**src/rtl/mc_ctrl_pkg.sv**
```systemverilog
// Shared types and encodings for the multi-cycle control FSM and its ALU decoder.
package mc_ctrl_pkg;

   typedef enum logic [2:0] {
      S_FETCH, S_DECODE, S_EXEC, S_MEM, S_WB, S_EXC
   } state_t;

   typedef enum logic [2:0] {
      CL_ALU_R, CL_ALU_I, CL_LW, CL_SW, CL_BEQ, CL_BNE, CL_J, CL_JR
   } class_t;

   localparam logic [3:0] ALU_ADD  = 4'b1110;
   localparam logic [3:0] ALU_SUB  = 4'b0100;
   localparam logic [3:0] ALU_ADDU = 4'b0001;
   localparam logic [3:0] ALU_AND  = 4'b0010;
   localparam logic [3:0] ALU_OR   = 4'b0011;
   localparam logic [3:0] ALU_XOR  = 4'b0111;
   localparam logic [3:0] ALU_SLL  = 4'b1010;
   localparam logic [3:0] ALU_SRL  = 4'b1000;
   localparam logic [3:0] ALU_SRA  = 4'b1001;
   localparam logic [3:0] ALU_LUI  = 4'b0110;

   localparam logic [5:0] OP_RTYPE = 6'h00;
   localparam logic [5:0] OP_J     = 6'h02;
   localparam logic [5:0] OP_BEQ   = 6'h04;
   localparam logic [5:0] OP_BNE   = 6'h05;
   localparam logic [5:0] OP_ADDI  = 6'h08;
   localparam logic [5:0] OP_ADDIU = 6'h09;
   localparam logic [5:0] OP_ANDI  = 6'h0C;
   localparam logic [5:0] OP_ORI   = 6'h0D;
   localparam logic [5:0] OP_XORI  = 6'h0E;
   localparam logic [5:0] OP_LUI   = 6'h0F;
   localparam logic [5:0] OP_LW    = 6'h23;
   localparam logic [5:0] OP_SW    = 6'h2B;

   localparam logic [5:0] FN_SLL  = 6'h00;
   localparam logic [5:0] FN_SRL  = 6'h02;
   localparam logic [5:0] FN_SRA  = 6'h03;
   localparam logic [5:0] FN_JR   = 6'h08;
   localparam logic [5:0] FN_ADD  = 6'h20;
   localparam logic [5:0] FN_ADDU = 6'h21;
   localparam logic [5:0] FN_SUB  = 6'h22;
   localparam logic [5:0] FN_AND  = 6'h24;
   localparam logic [5:0] FN_OR   = 6'h25;
   localparam logic [5:0] FN_XOR  = 6'h26;

   localparam logic [4:0] EXC_BUS = 5'd6;
   localparam logic [4:0] EXC_RI  = 5'd10;
   localparam logic [4:0] EXC_OVF = 5'd12;

   localparam logic [1:0] SRC_A_PC     = 2'd0;
   localparam logic [1:0] SRC_A_RS     = 2'd1;
   localparam logic [1:0] SRC_A_SHAMT  = 2'd2;
   localparam logic [1:0] SRC_B_RT     = 2'd0;
   localparam logic [1:0] SRC_B_FOUR   = 2'd1;
   localparam logic [1:0] SRC_B_IMM    = 2'd2;
   localparam logic [1:0] SRC_B_IMM_SH = 2'd3;

   localparam logic [1:0] PC_SRC_ALU    = 2'd0;
   localparam logic [1:0] PC_SRC_ALUOUT = 2'd1;
   localparam logic [1:0] PC_SRC_JUMP   = 2'd2;
   localparam logic [1:0] PC_SRC_RS     = 2'd3;

   function automatic logic is_shift(input logic [3:0] ctr);
      return (ctr == ALU_SLL) || (ctr == ALU_SRL) || (ctr == ALU_SRA);
   endfunction

endpackage

```
**src/rtl/mc_alu_decode.sv**
```systemverilog
// Combinational opcode/funct classifier: ALU code, instruction class, illegal flag.
module mc_alu_decode
   import mc_ctrl_pkg::*;
(
   input  logic [5:0] opcode,
   input  logic [5:0] funct,
   output logic [3:0] alu_ctr,
   output class_t     cls,
   output logic       illegal
);

   always_comb begin
      alu_ctr = ALU_ADDU;
      cls     = CL_ALU_R;
      illegal = 1'b0;
      case (opcode)
         OP_RTYPE: begin
            case (funct)
               FN_ADD:  alu_ctr = ALU_ADD;
               FN_ADDU: alu_ctr = ALU_ADDU;
               FN_SUB:  alu_ctr = ALU_SUB;
               FN_AND:  alu_ctr = ALU_AND;
               FN_OR:   alu_ctr = ALU_OR;
               FN_XOR:  alu_ctr = ALU_XOR;
               FN_SLL:  alu_ctr = ALU_SLL;
               FN_SRL:  alu_ctr = ALU_SRL;
               FN_SRA:  alu_ctr = ALU_SRA;
               FN_JR:   cls     = CL_JR;
               default: illegal = 1'b1;
            endcase
         end
         OP_ADDI:  begin cls = CL_ALU_I; alu_ctr = ALU_ADD;  end
         OP_ADDIU: begin cls = CL_ALU_I; alu_ctr = ALU_ADDU; end
         OP_ANDI:  begin cls = CL_ALU_I; alu_ctr = ALU_AND;  end
         OP_ORI:   begin cls = CL_ALU_I; alu_ctr = ALU_OR;   end
         OP_XORI:  begin cls = CL_ALU_I; alu_ctr = ALU_XOR;  end
         OP_LUI:   begin cls = CL_ALU_I; alu_ctr = ALU_LUI;  end
         OP_LW:    cls = CL_LW;
         OP_SW:    cls = CL_SW;
         OP_BEQ:   begin cls = CL_BEQ; alu_ctr = ALU_SUB; end
         OP_BNE:   begin cls = CL_BNE; alu_ctr = ALU_SUB; end
         OP_J:     cls = CL_J;
         default:  illegal = 1'b1;
      endcase
   end

endmodule

```
**src/rtl/mc_ctrl_fsm.sv**
```systemverilog
// Multi-cycle FETCH/DECODE/EXEC/MEM/WB control unit driving the ALU and datapath.
// Optional perf counters (cyc_cnt, ret_cnt) are built when MC_CTRL_PERF_CNT_EN is defined.
module mc_ctrl_fsm
   import mc_ctrl_pkg::*;
#(
   parameter int CNT_W  = 32,
   parameter int MEM_TO = 0
) (
   input  logic        clk,
   input  logic        rst,
   input  logic [31:0] instr,
   input  logic        mem_ready,
   input  logic        alu_zero,
   input  logic        alu_overflow,
   output logic [3:0]  alu_ctr,
   output logic [1:0]  alu_src_a,
   output logic [1:0]  alu_src_b,
   output logic        mem_req,
   output logic        mem_we,
   output logic        ir_we,
   output logic        pc_we,
   output logic [1:0]  pc_src,
   output logic        reg_we,
   output logic        reg_dst,
   output logic        mem_to_reg,
   output logic        exc_valid,
   output logic [4:0]  exc_code
`ifdef MC_CTRL_PERF_CNT_EN
   ,
   output logic [CNT_W-1:0] cyc_cnt,
   output logic [CNT_W-1:0] ret_cnt
`endif
);

   localparam int WD_W    = (MEM_TO > 1) ? $clog2(MEM_TO) : 1;
   localparam int WD_LAST = (MEM_TO > 0) ? MEM_TO - 1 : 0;

   state_t     state;
   logic [4:0] exc_q;
   logic [3:0] dec_ctr;
   class_t     cls;
   logic       illegal;
   logic       ovf_chk;
   logic       waiting;
   logic       wd_expire;
   logic       unused_instr;

   assign unused_instr = ^instr[25:6];

   mc_alu_decode u_dec (
      .opcode  (instr[31:26]),
      .funct   (instr[5:0]),
      .alu_ctr (dec_ctr),
      .cls     (cls),
      .illegal (illegal)
   );

   // Only signed ALU ops trap; branch SUB and unsigned ops ignore alu_overflow.
   assign ovf_chk = ((cls == CL_ALU_R) || (cls == CL_ALU_I)) &&
                    ((dec_ctr == ALU_ADD) || (dec_ctr == ALU_SUB));
   assign waiting = ((state == S_FETCH) || (state == S_MEM)) && !mem_ready;

   generate
      if (MEM_TO > 0) begin : g_wd
         logic [WD_W-1:0] wd_cnt;
         // Any exit from a waiting state clears the count, so every entry starts at 0.
         always_ff @(posedge clk or posedge rst) begin
            if (rst)                       wd_cnt <= '0;
            else if (waiting && !wd_expire) wd_cnt <= wd_cnt + 1'b1;
            else                           wd_cnt <= '0;
         end
         assign wd_expire = waiting && (wd_cnt == WD_W'(WD_LAST));
      end else begin : g_no_wd
         assign wd_expire = 1'b0;
      end
   endgenerate

   always_ff @(posedge clk or posedge rst) begin
      if (rst) begin
         state <= S_FETCH;
         exc_q <= '0;
      end else begin
         case (state)
            S_FETCH: begin
               if (mem_ready) state <= S_DECODE;
               else if (wd_expire) begin state <= S_EXC; exc_q <= EXC_BUS; end
            end
            S_DECODE: begin
               if (illegal) begin state <= S_EXC; exc_q <= EXC_RI; end
               else if ((cls == CL_J) || (cls == CL_JR)) state <= S_FETCH;
               else state <= S_EXEC;
            end
            S_EXEC: begin
               case (cls)
                  CL_LW, CL_SW:   state <= S_MEM;
                  CL_BEQ, CL_BNE: state <= S_FETCH;
                  default: begin
                     if (ovf_chk && alu_overflow) begin
                        state <= S_EXC;
                        exc_q <= EXC_OVF;
                     end else state <= S_WB;
                  end
               endcase
            end
            S_MEM: begin
               if (mem_ready) state <= (cls == CL_SW) ? S_FETCH : S_WB;
               else if (wd_expire) begin state <= S_EXC; exc_q <= EXC_BUS; end
            end
            default: state <= S_FETCH;
         endcase
      end
   end

   // Outputs decode the registered state; reset forces the idle pattern immediately.
   always_comb begin
      alu_ctr    = ALU_ADDU;
      alu_src_a  = SRC_A_PC;
      alu_src_b  = SRC_B_RT;
      mem_req    = 1'b0;
      mem_we     = 1'b0;
      ir_we      = 1'b0;
      pc_we      = 1'b0;
      pc_src     = PC_SRC_ALU;
      reg_we     = 1'b0;
      reg_dst    = 1'b0;
      mem_to_reg = 1'b0;
      exc_valid  = 1'b0;
      exc_code   = '0;
      if (!rst) begin
         case (state)
            S_FETCH: begin
               mem_req   = 1'b1;
               alu_src_b = SRC_B_FOUR;
               ir_we     = mem_ready;
               pc_we     = mem_ready;
            end
            S_DECODE: begin
               alu_src_b = SRC_B_IMM_SH;
               if (!illegal && (cls == CL_J)) begin
                  pc_we  = 1'b1;
                  pc_src = PC_SRC_JUMP;
               end else if (!illegal && (cls == CL_JR)) begin
                  pc_we  = 1'b1;
                  pc_src = PC_SRC_RS;
               end
            end
            S_EXEC: begin
               alu_ctr   = dec_ctr;
               alu_src_a = is_shift(dec_ctr) ? SRC_A_SHAMT : SRC_A_RS;
               alu_src_b = ((cls == CL_ALU_R) || (cls == CL_BEQ) || (cls == CL_BNE))
                           ? SRC_B_RT : SRC_B_IMM;
               if ((cls == CL_BEQ) || (cls == CL_BNE)) begin
                  pc_src = PC_SRC_ALUOUT;
                  pc_we  = (cls == CL_BEQ) ? alu_zero : !alu_zero;
               end
            end
            S_MEM: begin
               mem_req = 1'b1;
               mem_we  = (cls == CL_SW);
            end
            S_WB: begin
               reg_we     = 1'b1;
               reg_dst    = (cls == CL_ALU_R);
               mem_to_reg = (cls == CL_LW);
            end
            S_EXC: begin
               exc_valid = 1'b1;
               exc_code  = exc_q;
            end
            default: ;
         endcase
      end
   end

`ifdef MC_CTRL_PERF_CNT_EN
   logic retire;
   assign retire = (state == S_WB) ||
                   ((state == S_MEM) && mem_ready && (cls == CL_SW)) ||
                   ((state == S_EXEC) && ((cls == CL_BEQ) || (cls == CL_BNE))) ||
                   ((state == S_DECODE) && !illegal && ((cls == CL_J) || (cls == CL_JR)));

   always_ff @(posedge clk or posedge rst) begin
      if (rst) begin
         cyc_cnt <= '0;
         ret_cnt <= '0;
      end else begin
         cyc_cnt <= cyc_cnt + CNT_W'(1);
         if (retire) ret_cnt <= ret_cnt + CNT_W'(1);
      end
   end
`else
   localparam int unused_cnt_w = CNT_W;
`endif

endmodule

```
**config.mk**
```make
export PLATFORM = sky130hd
export DESIGN_NAME = mc_ctrl_fsm
export DESIGN_NICKNAME = d
export VERILOG_FILES = /design/src/rtl/mc_ctrl_pkg.sv /design/src/rtl/mc_alu_decode.sv /design/src/rtl/mc_ctrl_fsm.sv
export SDC_FILE = /design/constraint.sdc
export NUM_CORES = 1
export LEC_CHECK = 0
export CAP_MARGIN = 10
export CORE_ASPECT_RATIO = 0.6
export CORE_UTILIZATION = 43
export CTS_BUF_LIST = sky130_fd_sc_hd__clkbuf_4 sky130_fd_sc_hd__clkbuf_8
export DETAILED_ROUTE_END_ITERATION = 10
export PLACE_DENSITY = 0.95
export SYNTH_ARGS = -nofsm -noshare
export SYNTH_HDL_FRONTEND = slang
export SYNTH_HIERARCHICAL = 1
export SYNTH_SLANG_ARGS = --single-unit
```
**constraint.sdc**
```tcl
create_clock -name clk -period 7.2 [get_ports clk]
set_input_delay 1.08 -clock clk [delete_from_list [all_inputs] [get_ports clk]]
set_output_delay 1.08 -clock clk [all_outputs]
set_load 0.05 [all_outputs]
```
==> metrics.md, run 1 <==
| Metric | Value |
|---|---|
| Outcome | `complete, no violations` |
| # fillers | `199` |
| Total GRT Usage | `0.254` |
| CTS buffer count | `3` |
| Sequential share of the synthesized area | `0.136` |
| DRT Wirelength | `3130 um` |
| Required time of the critical path | `a little over 6000 ps` |
| Initial antenna violation count | `0` |
| Clk pin slew, worst setup/hold paths | `40 ps` |
| Worst Path Max Fanout | `9` |
| Minimum clock period | `5670 ps` |
| Primary FF master, synth | `dfrtp_1` |
| Crit start category | `primary input` |
| Vias in the first global route | `1045` |
| Peak supply drop | `roughly 100 uV` |
| Syn Std Cell Area | `~1100 um2` |
| PD cells | `178 nW/um2` |
| Number of synthesized flops with an enable pin | `0` |
| Mean Syn Cell Area | `6.74 um2` |
| Vias per cell | `5.80` |
| TritonCTS clock tree | `done` |
| IO Port Bufs | `37` |
| Area Growth Syn to Fin | `35.6%` |
| Via count | `around 1300` |
| Sw power | `133 uW` |
| Hold buffer count at CTS | `0` |
| DP Area | `1460 um2` |
| Grt total ovfl | `0` |
| Final instance area | `1500 um2` |
| Reg2Reg Launch Point | `state[1]$_DFFE_PP0P_` |
| Seq cells post-synth | `6` |
| FF-to-FF setup slack | `roughly 5500 ps` |
| Seq pwr share | `0.222` |
| Initial DRC count | `136` |
| MaxCap Viol Count | `0` |
| Yosys warning count | `6` |
| Cell row count | `13` |
| Area leader, netlist | `dfrtp_1` |
| Initial core utilization | `0.482` |
| Hold path start | `exc_q[2]$_DFFE_PP0P_` |
| First-pass GRT wire length | `4950 um` |
| Most frequent cell after synthesis | `nor2_1` |
| Largest net degree at the start of global routing | `16` |
| Fraction of layout cells with a size suffix above 1 | `0.0667` |
| Clock power frac | `0.204` |
| Combinational Power Share | `0.574` |
| Share of flip-flops with an asynchronous set or reset | `1.00` |
| Max-slew violations | `0` |
| Top cell type's share of synthesized area | `0.136` |
| Ranking of synthesized cells by area | `dfrtp_1 14%, nor2_1 6.8%, nand2_1 5.8%, ha_1 5.7%, o21ai_0 5.0%` |
| Setup bufs post-CTS | `0` |
| CTS sink count | `6` |
| Cts repair resizes | `0` |
| Later-pin clock latency in the skew report | `240 ps` |
| Int Pwr | `~130 uW` |
| Worst R2R Path Depth | `4` |
| I/O pin count | `60` |
| Static Leak | `0.575 nW` |
| Worst Hold Depth | `2` |
| Layout Nets | `between 200 and 250` |
| Unrepaired setup endpoints after global routing | `false` |
| H-Tree Level Count | `1` |
| Crit share post-route | `0.788` |
| Min-delay worst type | `flop to flop` |
| Core region area | `2290 um2` |
| Synthesized instance count | `164` |
| Final Setup Violations | `0` |
| Die Ht | `41.3 um` |
| WL/cell | `13.9 um` |
| DP HPWL | `2460 um` |
| Critical Path End Type | `output pin` |
| Post-synthesis cell type count | `51` |
| WHS Endpoint | `exc_q[2]$_DFFE_PP0P_` |
| Hold Vio Cnt, Final | `0` |
| Reg2reg end | `state[0]$_DFFE_PP0P_` |
| Layout Utilization | `0.653` |
| DIE WIDTH | `67.4 um` |
| Ant diodes | `0` |
| Commonest cells post-synth | `20 x nor2_1, 17 x nand2_1, 13 x inv_1` |
| Final GP Congestion | `between 0.8 and 0.9` |
| Worst EP arrival | `4590 ps` |
| Final setup skew | `about 4.4 ps` |
| Die Area | `2780 um2` |
| Root Buffer | `clkbuf_8` |
| Crit Path Class | `primary input to output pin` |
| Setup TNS | `0 ps` |
| Net Sw Frac | `0.498` |
| Rel. slew slack | `0.561` |
| Drt first pass iters | `5` |
| Worst Tran Pin Value | `641 ps` |
| Fmax | `176 MHz` |
| Post-DRT Antenna Nets | `0` |
| Post-route DRC | `0` |
| Max clock buf depth | `2` |
## flip-flops by register name (all words and copies together) (netlist names)
signal  cells
state       3
exc_q       3
## placed cells by master (no fill, tap or decap), types with 2 or more instances in the layout
| master | instances |
|---|---|
| o21ai_0 | 11 |
| a22oi_1 | 2 |
| dfrtp_1 | 6 |
| nor3_1 | 7 |
| nor4b_1 | 2 |
| or3_1 | 3 |
| clkbuf_8 | 3 |
| nand4b_1 | 2 |
| nor2b_1 | 6 |
| buf_4 | 2 |
| a21oi_1 | 6 |
| nand2_1 | 17 |
| nor4_1 | 6 |
| a31oi_1 | 5 |
| and3_1 | 3 |
| clkdlybuf4s50_1 | 37 |
| nand2b_1 | 2 |
| nor2_1 | 20 |
| conb_1 | 2 |
| ha_1 | 5 |
| inv_1 | 13 |
| nand3_1 | 2 |
| and2_1 | 5 |
## worst max-delay path by stage
| stage | startpoint | to | cells past startpoint |
|---|---|---|---|
| detailed placement | instr[3] | pc_we | 11 |
| finish | instr[3] | pc_we | 11 |
| floorplan | instr[0] | pc_we | 8 |
| CTS | instr[3] | pc_we | 11 |
| global route | instr[3] | pc_we | 11 |
| global placement | instr[3] | pc_we | 11 |
## through the flow
| stage | setup slack (ps) | power [mW] | cells | hold slack (ps) |
|---|---|---|---|---|
| after floorplan | 1670 | 0.171 | 165 | 435 |
| after global placement | 1620 | 0.206 | 222 | 458 |
| after detailed placement | 1540 | 0.209 | 222 | 462 |
| after CTS | 1530 | 0.265 | 225 | 470 |
| after global routing | 1330 | 0.282 | 225 | 497 |
| final | 1530 | 0.267 | 225 | 469 |
## cells by family after synthesis
family,Yosys count,synth area share
and+or+nand+nor,87,0.442
AOI/OAI and AO/OA,38,0.232
buffers and inverters,25,0.113
DFF,6,0.136
adders and majority gates,5,0.0566
other,1,0.00339
xor gates and xnor gates,1,0.00793
muxes,1,0.00906
## final cells by class
type / instances / area (um2) / share of cell area
clock buffers: 3 / 41.3 / 0.0276
inverters: 13 / 48.8 / 0.0326
multi-input cells: 134 / 835 / 0.557
flip-flops and latches: 6 / 150 / 0.100
well taps: 30 / 37.5 / 0.0251
repair buffers: 39 / 385 / 0.257
## critical path, cell delays in order
cell,delay [ps]
clkdlybuf4s50_1,560
or3b_1,410
nor4_1,350
o21ai_0,130
a2111oi_1,400
buf_4,230
ha_1,140
and3b_1,170
o21ai_0,100
a31oi_1,190
clkdlybuf4s50_1,830
## power groups by stage
stage | sequential [mW] | combinational [mW] | clock [mW]
after floorplan | 0.0434 | 0.128 | 0
after global routing | 0.0603 | 0.165 | 0.0567
after CTS | 0.0580 | 0.152 | 0.0552
after global placement | 0.0571 | 0.149 | 0
after detailed placement | 0.0583 | 0.151 | 0
final | 0.0592 | 0.153 | 0.0545
## routing by layer
metal  global-route usage  up-vias  routed length [um]
met2                0.353       77                1220
met3               0.0611        2                 293
met5                    0        -                   0
met4               0.0532        0                  14
li1                     -      651                   -
met1                0.383      575                1600
No activity file was read; power rests on OpenSTA's default activity.
==> run 2, diff against run 1 <==
- CORE_UTILIZATION: 43 -> 40
- PLACE_DENSITY: 0.95 -> 0.93
- clock period: 7.2 -> 5.6 ns (I/O delays scaled with it)
==> run 2 against run 1 <==
  * First-iteration DRC count is 21% lower
  * Total power is 27% higher
  * Hold slack better by 2.2 ps
  * Non-clock buffer count stayed put
  * Via count is 2.4% higher
  * Critical path type unchanged
  * Sequential power is 29% higher
  * Clock power is 21% higher
  * Utilization is 6.7 points lower
  * Routed wire length is 2.0% higher
  * Global-route usage is 2.6 points lower
  * Cell count is 0.89% higher
  * Largest cell class unchanged
  * Critical path depth stayed put
==> metrics.md, run 2 (synthesis gave the netlist of run 1 again) <==
| Metric | Value |
|---|---|
| Via count | `roughly 1300` |
| Die Ht | `42.7 um` |
| Cell row count | `14` |
| I/O pin count | `60` |
| Worst setup margin | `473 ps` |
| Die Area | `2980 um2` |
| Largest net degree at the start of global routing | `16` |
| Max clock buf depth | `2` |
| Commonest non-fill, non-tap cells in the layout | `36 x clkdlybuf4s50_1, 20 x nor2_1, 17 x nand2_1, 13 x inv_1, 11 x o21ai_0` |
| Drt first pass iters | `5` |
| Grt total ovfl | `0` |
| DIE WIDTH | `69.9 um` |
| Initial core utilization | `0.432` |
| Layout Nets | `239` |
| Later-pin clock latency in the skew report | `230 ps` |
| Initial antenna violation count | `0` |
| Final GP Congestion | `0.851` |
| Commonest non-fill, non-tap cell in the layout | `clkdlybuf4s50_1` |
| Setup bufs post-CTS | `0` |
| Fmax | `approximately 200 MHz` |
| Ant diodes | `0` |
| Vias in the first global route | `1119` |
| PD cells | `227 nW/um2` |
| Core region area | `approximately 2600 um2` |
| Area Growth Syn to Fin | `35.6%` |
| Max-slew violations | `0` |
| Critical Path End Type | `output pin` |
| Required time of the critical path | `approximately 4800 ps` |
| Setup TNS | `0 ps` |
| CTS buffer count | `3` |
| Worst Tran Pin Value | `575 ps` |
| Top flop regs | `exc_q: 3 flops, state: 3 flops` |
| DP Area | `1460 um2` |
| Vias per cell | `5.89` |
| Placed Cells incl. Taps | `224` |
| Final instance area | `1500 um2` |
| Static Leak | `between 0.5 and 0.6 nW` |
| Dpl ws | `509 ps` |
| First-pass GRT wire length | `5440 um` |
| WL/cell | `14.0 um` |
| Initial DRC count | `between 100 and 150` |
| Root Buffer | `clkbuf_8` |
| Outcome | `complete, no violations` |
| Final setup skew | `around 2.2 ps` |
| Rel. slew slack | `0.607` |
| Hold buffer count at CTS | `0` |
| Total GRT Usage | `0.228` |
| DP HPWL | `2450 um` |
| Worst EP arrival | `roughly 4300 ps` |
| Final Setup Violations | `0` |
| Minimum clock period | `5130 ps` |
| Peak supply drop | `142 uV` |
| Worst Path Max Fanout | `9` |
| H-Tree Level Count | `1` |
| CTS sink count | `6` |
| Post-route DRC | `0` |
| TritonCTS clock tree | `done` |
| Unrepaired setup endpoints after global routing | `false` |
| Clk pin slew, worst setup/hold paths | `30 ps` |
| Fraction of layout cells with a size suffix above 1 | `0.0718` |
| Crit Path Class | `primary input to output pin` |
| Hold Vio Cnt, Final | `0` |
| Crit start category | `primary input` |
| Final Non-Filler Cells | `227` |
| MaxCap Viol Count | `0` |
| IO Port Bufs | `37` |
| DRT Wirelength | `3190 um` |
| Post-DRT Antenna Nets | `0` |
| Min-delay worst type | `flop to flop` |
| Cts repair resizes | `0` |
| Crit share post-route | `0.916` |
==> run 2: final timing paths <==
kind / slack (ps) / start / cells past startpoint / endpoint
setup / recovery: 470 / instr[3] / 11 / pc_src[0]
hold / removal: 470 / exc_q[3]$_DFFE_PP0P_ / 2 / exc_q[3]$_DFFE_PP0P_
setup reg to reg: 3920 / state[1]$_DFFE_PP0P_ / 4 / state[0]$_DFFE_PP0P_
hold reg to reg: 470 / exc_q[3]$_DFFE_PP0P_ / 2 / exc_q[3]$_DFFE_PP0P_
max in group asynchronous: 4270 / rst / 2 / exc_q[3]$_DFFE_PP0P_
min in group asynchronous: 1110 / rst / 2 / state[0]$_DFFE_PP0P_
==> run 2: cell type report <==
type	count	area, um2
clock buffers	3	41.3
fillers	225	1060
inverters	13	48.8
multi-input cells	134	835
flip-flops and latches	6	150
well taps	32	40.0
repair buffers	39	383
==> run 2: power by group <==
group	total, mW	switching, mW	internal (mW)	leakage (nW)
registers	0.0761	0.0255	0.0506	0.0705
clock network	0.0660	0.0197	0.0463	0.0216
logic	0.198	0.123	0.0748	0.485
total	0.340	0.168	0.172	0.577
==> run 2: stage by stage <==
stage	hold WS, ps	power (mW)	util
global placement	452	0.265	0.569
CTS	469	0.337	0.586
finish	471	0.340	0.586
floorplan	435	0.220	-
global route	484	0.362	0.586
detailed placement	461	0.269	0.569
==> run 2: routing by layer <==
metal / up-vias / share of wire / track usage
met2: 79 / 0.39 / 0.306
met3: 6 / 0.11 / 0.0499
met4: 0 / 0.012 / 0.0480
li1: 648 / - / -
met5: - / 0 / 0
met1: 603 / 0.48 / 0.360
==> run 2: critical path, cell delays in order <==
cell	delay, ps
clkdlybuf4s50_1	570
or3b_1	390
nor4_1	300
o21ai_0	130
a2111oi_1	430
buf_4	230
ha_1	150
and3b_1	160
o21ba_2	160
nor2_1	90
clkdlybuf4s50_1	830
==> run 3, diff against run 2 <==
- SLEW_MARGIN: default -> 25
==> results of run 3 <==
Final layout, timing and power as in run 2 (identical DEF).
==> RTL change 1, RTL diff (flow settings as in run 2) <==
Add a define of `MC_CTRL_PERF_CNT_EN`.
--- a/src/rtl/mc_ctrl_fsm.sv
+++ b/src/rtl/mc_ctrl_fsm.sv
@@ -1,5 +1,7 @@
 // Multi-cycle FETCH/DECODE/EXEC/MEM/WB control unit driving the ALU and datapath.
 // Optional perf counters (cyc_cnt, ret_cnt) are built when MC_CTRL_PERF_CNT_EN is defined.
+`define MC_CTRL_PERF_CNT_EN
+
 module mc_ctrl_fsm
    import mc_ctrl_pkg::*;
 #(
Function (old outputs only; new: cyc_cnt and ret_cnt): kept (Yosys induction, for registers that start in step).
==> RTL change 1 against run 2 <==
- count of clock-buffer cells in the layout rose by 11
- setup slack improved by 60 ps
- maximum frequency rose by 1.2%
- synthesized area rose to 3.6 times the old value
- largest power group is now sequential cells
- routed wire length rose to 3.3 times the old value
- sequential cell count rose by 64
- highest routed layer unchanged
- clock power rose to 6.3 times the old value
- final area rose to 3.5 times the old value
- clock skew rose by 5.5 ps
- total power rose to 4.0 times the old value
- cell count rose to 2.9 times the old value
- sequential power rose to 7.7 times the old value
- non-clock buffer count rose by 68
==> RTL change 1: results (changes against run 2) <==
[metrics] routability cong.: 0.907 (was 0.851)
[metrics] synthesized area per cell: 9.23 sq um (was 6.74 sq um)
[metrics] global-route wire length before repair: 17.2 mm (was 5.44 mm)
[metrics] H-Tree Level Count: 3 (was 1)
[metrics] final worst hold slack: 478 ps (was 471 ps)
[metrics] main area contributors after synthesis: sky130_fd_sc_hd__dfrtp_1 44%, sky130_fd_sc_hd__xnor2_1 9.6%, sky130_fd_sc_hd__xor2_1 4.4%, sky130_fd_sc_hd__nor2_1 3.9%, sky130_fd_sc_hd__nand2_1 3.2% (was sky130_fd_sc_hd__dfrtp_1 14%, sky130_fd_sc_hd__nor2_1 6.8%, sky130_fd_sc_hd__nand2_1 5.8%, sky130_fd_sc_hd__ha_1 5.7%, sky130_fd_sc_hd__o21ai_0 5.0%)
[metrics] overall fraction of global-route tracks in use: 0.219 (was 0.228)
[metrics] Finished Layout Cells: 666 (was 227)
[metrics] largest registers ranked by flip-flop count: cyc_cnt: 32 flops, ret_cnt: 32 flops (was exc_q: 3 flops, state: 3 flops)
[metrics] relative max-transition margin: 0.429 (was 0.607)
[metrics] cell count after placement: 651 (was 224)
[metrics] R2R Setup Slk: 3170 ps (was 3920 ps)
[metrics] CP max FO: 7 (was 9)
[metrics] post-DP HPWL: 8.09 mm (was 2.45 mm)
[metrics] via count of the first global-routing pass: 3,353 (was 1,119)
[metrics] Final #Nets: 575 (was 239)
[metrics] result of the run: complete, no violations (unchanged)
[metrics] pre-CTS setup slack: 593 ps (was 509 ps)
[metrics] fraction of layout instances using a drive strength above 1: 0.0504 (was 0.0718)
[metrics] total routed wirelength: 10.6 mm (was 3.19 mm)
[metrics] Seq/Total Area, Yosys: 0.444 (was 0.136)
[metrics] worst-skew pair later-pin latency: 350 ps (was 230 ps)
[metrics] endpoint arrival time on the critical path: 4230 ps (was 4290 ps)
[metrics] Clk pin slew, worst setup/hold paths: 60 ps (was 30 ps)
[metrics] Max Clock Skew: 7.62 ps (was 2.16 ps)
[metrics] number of fill cells: 788 (was 225)
[metrics] cell count of the worst reg-to-reg path: 5 (was 4)
[metrics] vias per std cell: 5.34 (was 5.89)
[metrics] count of different cell masters after synthesis: 52 (was 51)
[metrics] worst voltage drop across the vdd grid: 188 uV (was 142 uV)
RTL change 1: final cells by class:
type,instances,share of cell area
multi-input cells,323,0.386
flip-flops and latches,70,0.330
repair buffers,107,0.201
clock buffers,14,0.0316
well taps,130,0.0307
inverters,21,0.0149
clock inverters,1,0.00566
RTL change 1: how the worst max path moves through the flow:
stage / slack, ps / from / to / cells after the start
final: 530 / instr[1] / pc_src[0] / 9
after global routing: 310 / instr[27] / alu_src_b[1] / 11
after CTS: 570 / instr[1] / pc_src[0] / 9
after detailed placement: 590 / instr[1] / pc_src[0] / 9
after global placement: 620 / instr[3] / pc_src[0] / 10
after floorplan: 340 / instr[0] / pc_we / 9
RTL change 1: metrics by stage:
| stage | instance area, sq um | util |
|---|---|---|
| after detailed placement | 5110 | 0.546 |
| after global placement | 5110 | 0.546 |
| after CTS | 5300 | 0.567 |
| final | 5300 | 0.567 |
| after global routing | 5300 | 0.567 |
| after floorplan | 3950 | - |
RTL change 1: routing by layer:
metal	vias to the layer above	track usage	part of all wire
li1	1709	-	-
met1	1715	0.302	0.47
met2	121	0.331	0.46
met3	14	0.0620	0.062
met4	0	0.0698	0.013
met5	-	0	0
RTL change 1: cell families (layout without fill, tap and decap cells):
| kind of cell | after synthesis | count (layout) | share of synthesized area |
|---|---|---|---|
| xor gates and xnor gates | 63 | 63 | 0.140 |
| buffers and inverters | 35 | 143 | 0.0375 |
| other | 1 | 2 | 0.000951 |
| DFF | 70 | 70 | 0.444 |
| and+or+nand+nor | 205 | 205 | 0.277 |
| muxes | 2 | 2 | 0.00540 |
| AOI/OAI and AO/OA | 45 | 45 | 0.0756 |
| adders and majority gates | 6 | 6 | 0.0190 |
RTL change 1: report_power, final:
part	switching, uW	leakage, uW	internal, uW	total (uW)
Sequential	55.8	0.000932	529	585
Clock	177	0.000104	236	413
Combinational	238	0.00120	130	368
==> RTL change 2, RTL diff (config.mk and constraints of run 2) <==
Made on the original files. Re-encode `state_t` (6 states) as one-hot, 6 bits wide.
--- a/src/rtl/mc_ctrl_pkg.sv
+++ b/src/rtl/mc_ctrl_pkg.sv
@@ -1,8 +1,8 @@
 // Shared types and encodings for the multi-cycle control FSM and its ALU decoder.
 package mc_ctrl_pkg;
 
-   typedef enum logic [2:0] {
-      S_FETCH, S_DECODE, S_EXEC, S_MEM, S_WB, S_EXC
+   typedef enum logic [5:0] {
+      S_FETCH = 6'b000001, S_DECODE = 6'b000010, S_EXEC = 6'b000100, S_MEM = 6'b001000, S_WB = 6'b010000, S_EXC = 6'b100000
    } state_t;
 
    typedef enum logic [2:0] {
Function: same outputs for any inputs over 10 cycles, from zero or initial values and one cycle with rst high; not proved beyond that.
==> RTL change 2 against run 2 <==
- critical path depth fell by 1
- register-to-register slack lost 240 ps
- total power rose by 12%
- setup slack worse by 230 ps
- final area is 11% higher
- sequential power grew 34%
- clock power grew 16%
- non-clock buffer count grew 2
- synthesized area grew 13%
- sequential cell count grew 3
- routed wire length rose by 12%
- critical endpoint is now pc_src[1]
- largest power group unchanged
==> RTL change 2: results (changes against run 2) <==
[metrics] Seq/Total Area, Yosys: 0.182 (was 0.136)
[metrics] post-synthesis mux area share: 0.00803 (was 0.00906)
[metrics] static leakage power: 0.000663 uW (was 0.000577 uW)
[metrics] number of DRC markers after the initial detailed-route iteration: 135 (was 107)
[metrics] most frequent cells after synthesis: 19 x sky130_fd_sc_hd__nor2_1, 13 x sky130_fd_sc_hd__inv_1, 12 x sky130_fd_sc_hd__nand2_1 (was 20 x sky130_fd_sc_hd__nor2_1, 17 x sky130_fd_sc_hd__nand2_1, 13 x sky130_fd_sc_hd__inv_1)
[metrics] endpoint arrival time on the critical path: 4520 ps (was 4290 ps)
[metrics] total routed wirelength: 3.57 mm (was 3.19 mm)
[metrics] overall fraction of global-route tracks in use: 0.236 (was 0.228)
[metrics] Clk pin slew, worst setup/hold paths: 50 ps (was 30 ps)
[metrics] Max Clock Skew: 2.04 ps (was 2.16 ps)
[metrics] worst voltage drop across the vdd grid: 152 uV (was 142 uV)
[metrics] synthesized-area fraction occupied by ao, oa, aoi and oai cells: 0.211 (was 0.232)
[metrics] post-DP HPWL: 2.86 mm (was 2.45 mm)
[metrics] Adder-Cell Fraction of Synth Area: 0.0402 (was 0.0566)
[metrics] endpoint of the most critical register-to-register path: exc_q[1]$_DFFE_PP0P_ (was state[0]$_DFFE_PP0P_)
[metrics] dpl cell area: 0.00162 sq mm (was 0.00146 sq mm)
[metrics] R2R Setup Slk: 3680 ps (was 3920 ps)
[metrics] CP max FO: 7 (was 9)
[metrics] RR Startpoint: state[3]$_DFFE_PP0P_ (was state[1]$_DFFE_PP0P_)
[metrics] wire length per cell: 14.1 microns (was 14.0 microns)
[metrics] synthesized area per cell: 7.04 sq um (was 6.74 sq um)
[metrics] Hold Crit Depth: 1 (was 2)
[metrics] fraction of layout instances using a drive strength above 1: 0.0853 (was 0.0718)
[metrics] maximum number of pins on one net before global-route repair: 13 (was 16)
[metrics] largest registers ranked by flip-flop count: state: 6 flops, exc_q: 3 flops (was exc_q: 3 flops, state: 3 flops)
[metrics] number of fill cells: 287 (was 225)
[metrics] relative max-transition margin: 0.534 (was 0.607)
[metrics] count of different cell masters after synthesis: 52 (was 51)
[metrics] vias per std cell: 5.55 (was 5.89)
[metrics] final worst hold slack: 477 ps (was 471 ps)
[metrics] H-Tree Level Count: 1 (unchanged)
[metrics] routability cong.: 0.911 (was 0.851)
[metrics] via count of the first global-routing pass: 1,233 (was 1,119)
[metrics] global-route wire length before repair: 5.97 mm (was 5.44 mm)
[metrics] clock buffer depth: 2 (unchanged)
[metrics] result of the run: complete, no violations (unchanged)
[metrics] parity-gate share of the synthesized area counting xor and xnor cells: 0.0281 (was 0.00793)
-- RTL change 2: changes by cell type in the layout (fill, tap and decap cells not counted), moves of 2 or more --
cell and change:
sky130_fd_sc_hd__dfrtp_1 +2, sky130_fd_sc_hd__buf_4 +3, sky130_fd_sc_hd__nand3_1 +2, sky130_fd_sc_hd__xnor2_1 +3, sky130_fd_sc_hd__or3b_2 +2, sky130_fd_sc_hd__and2_1 +2
sky130_fd_sc_hd__or3_1 +3, sky130_fd_sc_hd__nand2_1 -5, sky130_fd_sc_hd__a21o_1 +2, sky130_fd_sc_hd__a21oi_1 +4, sky130_fd_sc_hd__nand4_1 +2, sky130_fd_sc_hd__o21ai_0 -2
-- RTL change 2: worst max path at each step --
stage	start	end	slack, ps	cells after the start
floorplan	instr[0]	pc_we	650	8
detailed placement	instr[1]	pc_src[1]	300	10
CTS	instr[1]	pc_src[1]	290	10
global route	instr[1]	pc_src[1]	80	10
finish	instr[1]	pc_src[1]	240	10
global placement	instr[1]	pc_src[1]	280	10
-- RTL change 2: kinds of logic (layout without fill, tap and decap cells) --
kind of cell,after synthesis,count (layout)
other cells,1,2
simple gates,93,93
mux,1,1
flops,9,9
compound gates,40,40
fa+ha+maj,4,4
buf+inv,25,58
xor+xnor,4,4
-- RTL change 2: routing by layer --
layer | vias up | wire [microns] | GRT usage
li1 | 705 | - | -
met1 | 635 | 1860 | 0.359
met2 | 64 | 1360 | 0.336
met3 | 0 | 348 | 0.0737
met4 | 0 | 0 | 0.0115
met5 | - | 0 | 0
-- RTL change 2: per-stage QoR --
step            util  worst slack (ps)
6_report       0.574               241
5_1_grt        0.574              75.2
4_1_cts        0.574               287
3_5_place_dp   0.558               302
3_3_place_gp   0.558               284
2_1_floorplan      -               652
-- RTL change 2: final cells by class --
class	count	area share
Clock inverter	1	0.00300
Clock buffer	3	0.0247
Timing Repair Buffer	41	0.237
Tap cell	42	0.0315
Multi-Input combinational cell	144	0.539
Sequential cell	9	0.136
Inverter	13	0.0292
-- RTL change 2: power by group --
part / internal (uW) / switching [uW] / total (uW)
logic: 79.9 / 120 / 200
clock network: 48.7 / 28.0 / 76.7
registers: 83.1 / 19.2 / 102
total: 212 / 167 / 379
-- RTL change 2: worst max-delay path, stage by stage --
cell and delay [ps]:
sky130_fd_sc_hd__clkdlybuf4s50_1 590, sky130_fd_sc_hd__inv_1 80, sky130_fd_sc_hd__a2111oi_0 520, sky130_fd_sc_hd__a221oi_1 220, sky130_fd_sc_hd__or3_1 480, sky130_fd_sc_hd__or3b_2 520
sky130_fd_sc_hd__nor2_1 190, sky130_fd_sc_hd__nand3_1 160, sky130_fd_sc_hd__nor2_1 110, sky130_fd_sc_hd__clkdlybuf4s50_1 810
